File: config.mk
export PLATFORM = sky130hd
export DESIGN_NAME = gwa_input_cond
export DESIGN_NICKNAME = d
export VERILOG_FILES = /design/src/rtl/gwa_pkg.sv /design/src/rtl/gwa_debounce.sv /design/src/rtl/gwa_input_cond.sv
export SDC_FILE = /design/constraint.sdc
export NUM_CORES = 1
export LEC_CHECK = 0
export ABC_AREA = 1
export BUFFER_PORTS_ARGS = -buffer_cell sky130_fd_sc_hd__buf_2
export CAP_MARGIN = 20
export CORE_MARGIN = 1
export CORE_UTILIZATION = 58
export CTS_CLUSTER_SIZE = 8
export DETAILED_ROUTE_END_ITERATION = 10
export PLACE_DENSITY = 0.86
export SLEW_MARGIN = 20
export SYNTH_ARGS = -nofsm -noshare
export SYNTH_HDL_FRONTEND = slang
export SYNTH_SLANG_ARGS = --single-unit
File: constraint.sdc
create_clock -name clk -period 1.6 [get_ports clk]
set_input_delay 0.4 -clock clk [delete_from_list [all_inputs] [get_ports clk]]
set_output_delay 0.4 -clock clk [all_outputs]
set_load 0.03 [all_outputs]
File: src/rtl/gwa_pkg.sv
// Shared constants for the vending-machine input conditioner: channel indices,
// default debounce length and the fixed issue priority.
package gwa_pkg;

  localparam int NCH    = 3;
  localparam int CH_EU1 = 0;
  localparam int CH_EU2 = 1;
  localparam int CH_WT  = 2;

  localparam int DEB_CYCLES_DEF = 4;

  // Issue order, highest priority first.
  localparam int PRIO [NCH] = '{CH_EU1, CH_EU2, CH_WT};

  typedef logic [NCH-1:0] ch_vec_t;

  // One-hot grant of the highest-priority requesting channel, or zero.
  function automatic ch_vec_t pick_first(input ch_vec_t req);
    ch_vec_t g;
    g = '0;
    for (int p = NCH - 1; p >= 0; p--) begin
      if (req[PRIO[p]]) begin
        g = '0;
        g[PRIO[p]] = 1'b1;
      end
    end
    return g;
  endfunction

endpackage

File: src/rtl/gwa_debounce.sv
// Single-channel front end: two-flop synchroniser, debounce counter and a
// combinational strobe that is high at the edge where the debounced level rises.
module gwa_debounce
  import gwa_pkg::*;
#(
  parameter int DEB_CYCLES = DEB_CYCLES_DEF,
  parameter int CNT_W      = 8
) (
  input  logic clk,
  input  logic rst_n,
  input  logic raw,
  output logic rise
);

  localparam logic [CNT_W-1:0] CNT_MAX = CNT_W'(DEB_CYCLES - 1);

  logic             s1_reg;
  logic             s2_reg;
  logic             deb_reg;
  logic [CNT_W-1:0] cnt_reg;
  logic             settle;

  // s2 has disagreed with the debounced level for DEB_CYCLES edges in a row.
  assign settle = (s2_reg != deb_reg) && (cnt_reg == CNT_MAX);
  assign rise   = settle & s2_reg;

  always_ff @(posedge clk) begin
    if (!rst_n) begin
      s1_reg  <= 1'b0;
      s2_reg  <= 1'b0;
      deb_reg <= 1'b0;
      cnt_reg <= '0;
    end else begin
      s1_reg <= raw;
      s2_reg <= s1_reg;
      if (s2_reg == deb_reg) begin
        cnt_reg <= '0;
      end else if (settle) begin
        deb_reg <= s2_reg;
        cnt_reg <= '0;
      end else begin
        cnt_reg <= cnt_reg + 1'b1;
      end
    end
  end

endmodule

File: src/rtl/gwa_input_cond.sv
// Turns bouncing coin/select inputs into mutually exclusive single-cycle pulses,
// buffering coincident events and releasing them one per cycle by priority.
module gwa_input_cond
  import gwa_pkg::*;
#(
  parameter int DEB_CYCLES = DEB_CYCLES_DEF,
  parameter int CNT_W      = 8
) (
  input  logic clk,
  input  logic rst_n,
  input  logic eu1_raw,
  input  logic eu2_raw,
  input  logic wt_raw,
  input  logic hold,
  output logic eu1,
  output logic eu2,
  output logic wt,
  output logic ovf
);

  ch_vec_t raw_vec;
  ch_vec_t rise_vec;
  ch_vec_t grant;
  ch_vec_t pending_reg;
  ch_vec_t pending_next;
  ch_vec_t out_reg;
  logic    ovf_reg;
  logic    ovf_next;

  assign raw_vec[CH_EU1] = eu1_raw;
  assign raw_vec[CH_EU2] = eu2_raw;
  assign raw_vec[CH_WT]  = wt_raw;

  generate
    for (genvar gi = 0; gi < NCH; gi++) begin : g_ch
      gwa_debounce #(
        .DEB_CYCLES(DEB_CYCLES),
        .CNT_W     (CNT_W)
      ) u_deb (
        .clk  (clk),
        .rst_n(rst_n),
        .raw  (raw_vec[gi]),
        .rise (rise_vec[gi])
      );
    end
  endgenerate

  // A rise on a channel that stays pending is lost; one being issued now re-arms.
  always_comb begin
    grant = '0;
    if (!hold) begin
      grant = pick_first(pending_reg);
    end
    pending_next = (pending_reg & ~grant) | rise_vec;
    ovf_next     = |(rise_vec & pending_reg & ~grant);
  end

  always_ff @(posedge clk) begin
    if (!rst_n) begin
      pending_reg <= '0;
      out_reg     <= '0;
      ovf_reg     <= 1'b0;
    end else begin
      pending_reg <= pending_next;
      out_reg     <= grant;
      ovf_reg     <= ovf_next;
    end
  end

  assign eu1 = out_reg[CH_EU1];
  assign eu2 = out_reg[CH_EU2];
  assign wt  = out_reg[CH_WT];
  assign ovf = ovf_reg;

endmodule

==> results.md <==
* Lkg Pwr at a little under 0.8 nW
* Clock transition at path regs at 0.11 ns
* Final slew viol count at 0
* N_diodes at 0
* Largest net degree at the start of global routing at 20
* Max Fanout on Critical Path at 8
* Synth cell types at 22
* Final Hold Vio Count at 0
* First-pass DRT Iterations at 5
* Hold_buf cts at 0
* Syn_nets at around 220
* CTS sink cnt at 40
* Max-capacitance violation count at 0
* Post-synthesis cell area at around 1700 µm²
* Post-synth EDFFs at 0
* Cell area after layout at around 1800 µm²
* Post-synth top flop: dfxtp_1
* PortBufs at 9
* Max transition margin at between 70% and 80%
* Number of global-route vias before repair at between 1k and 1.5k
* First-pass GRT wire length at 4460 µm
* Setup CP Type: reg2reg
* Worst vdd ir at 1.06 mV
* Die width at between 50 and 60 µm
* Area grow syn2layout at 8.23%
* Final min period at 1.27 ns
* CTS tree: done
* Status: completed
* P per Cell Area at 876 nW/µm²
* Setup Skew at a little under 0.01 ns
* Main area contributors after synthesis: dfxtp_1 (48%), nand2_1 (9.9%), nor2_1 (9.6%)
* Commonest cells post-synth: nand2_1 (44), nor2_1 (43), dfxtp_1 (40)
* Initial antenna violation count at 0
* Total grt overflow at 0
* RSZ-0062 raised after global routing: false
* GPL Wtd Cong at approximately 0.78
* H-tree depth at 2
* Critical Path Sink Type: flip-flop
* DRC viols at 0
* Core area at about 2700 µm²
* Initial Utilization at 61.2%
* Cell taking the most area after synthesis: dfxtp_1
* Total track usage at approximately a fifth
* Share of the synthesized area in the top cell type at 47.9%
* Critical path arrival at ~1.5 ns
* Final net count at approximately 240
* Skew-Pair Late Insertion Delay at 0.36 ns
* Post-CTS Setup Bufs at 0
* Mapped Avg Cell Area at about 7.9 µm²
* Data required time of the worst path at ~1.9 ns
* Syn. warnings at 0
* Place WS at approximately 0.35 ns
* Die Area at about 3100 µm²
* Die height at ~56 µm
* Detailed placer's ending HPWL at 1730 µm
* Post-cts sizing count at 0
* Min-Delay Path Class: in2reg
* Root buffer cell: clkbuf_4
* Worst Tran Pin Value at approximately 0.33 ns
* Routed len/inst at slightly above 9 µm
* Sequential fraction of the synthesis area at between 40 and 50%
* Flop and latch count out of synthesis at 40
* Layout cells sized above 1 at about an eighth
* Post-Route WL at 2420 µm
* Async SR Flop Fraction at 0%
* Final Cycle Share at 79.6%
* Final WS setup at roughly 0.33 ns
* Fillcell total at 211
* CTS Buffer Depth at 2
* Initial DRC count at 36
* Max FFs per register at 24
* FMAX at roughly 0.8 GHz
* Type of origin of the critical path: flip-flop
* Antenna Nets Post-Route at 0
* Cell Area, Placed at 1740 µm²
* Vias at 1255
* I/O pin cnt at 10
* Setup_tns at 0 ns
* Rows at 19
* CTS Buf Count at 5
* Vias/cell at between 4 and 5
* # setup viols final at 0
* Mapped Cells at between 200 and 250
* Most common cell in the netlist: nand2_1
cells in the final DEF (no fill, tap or decap), drive strengths merged:
cell	Yosys	routed
ha	3	3
nor2	48	48
nand2	45	45
clkbuf	0	6
o21ai	3	3
a21oi	1	1
inv	30	30
xor2	9	9
nand3	12	12
buf	2	9
nand3b	2	2
clkinvlp	0	2
nand4	9	9
o21bai	2	2
dfxtp	40	40
xnor2	6	6
nor4	1	1
worst max-delay path, stage by stage, from the launching register on:
cell,delay [ns]
dfxtp_1,0.39
ha_1,0.23
nand2_1,0.08
nor2_2,0.16
nand2_2,0.08
nand3_2,0.15
nor2_1,0.07
path summary, 6_finish.rpt:
| kind | startpoint | endpoint | slack, ns | cells after the start |
|---|---|---|---|---|
| worst max-delay path | g_ch[1].u_deb.cnt_reg[0]$_SDFF_PP0_ | g_ch[1].u_deb.cnt_reg[7]$_SDFF_PP0_ | 0.33 | 6 |
| worst min-delay path | hold | out_reg[0]$_SDFF_PN0_ | 0.22 | 2 |
| worst max register to register | g_ch[1].u_deb.cnt_reg[0]$_SDFF_PP0_ | g_ch[1].u_deb.cnt_reg[7]$_SDFF_PP0_ | 0.33 | 6 |
| worst min register to register | g_ch[0].u_deb.s1_reg$_SDFF_PN0_ | g_ch[0].u_deb.s2_reg$_SDFF_PN0_ | 0.42 | 2 |
layer usage:
metal	wire [µm]	track usage, %	vias up
met2	1140	30.3	13
met4	40	9.64	0
met3	87	8.37	4
met1	1150	20.8	552
met5	0	0	-
li1	-	-	686
final cells by class:
type / count / area [µm²] / area share (%)
clock buffer: 6 / 51.3 / 2.83
clock inverter: 2 / 15.0 / 0.829
inverter: 30 / 113 / 6.22
multi-input combinational: 141 / 747 / 41.3
sequential: 40 / 801 / 44.2
tap: 31 / 38.8 / 2.14
timing repair buffer: 9 / 45.0 / 2.49
through the flow:
stage	hold slack [ns]	power, mW	utilization, %	std cells
after floorplan	0.390	1.06	-	213
after global placement	0.392	1.07	63.8	251
after detailed placement	0.397	1.07	63.8	251
after CTS	0.197	1.62	66.2	259
after global routing	0.195	1.66	66.2	259
final	0.221	1.59	66.2	259
logic make-up (layout without fill, tap and decap cells):
logic type / count (synthesis) / count (layout) / share of synthesized area, %
AND/OR/NAND/NOR: 117 / 117 / 31.8
AO/OA/AOI/OAI: 6 / 6 / 2.32
XOR/XNOR: 15 / 15 / 8.30
buffers and inverters: 32 / 47 / 7.48
flip-flops: 40 / 40 / 47.9
adder cells (fa/ha/maj): 3 / 3 / 2.24
where the power goes:
part / internal [mW] / switching, mW / leakage [nW]
clock: 0.213 / 0.329 / 0.0305
combinational: 0.0113 / 0.0220 / 0.424
sequential: 1.00 / 0.00601 / 0.324
total: 1.23 / 0.357 / 0.778
(Power assumes the default switching activity.)
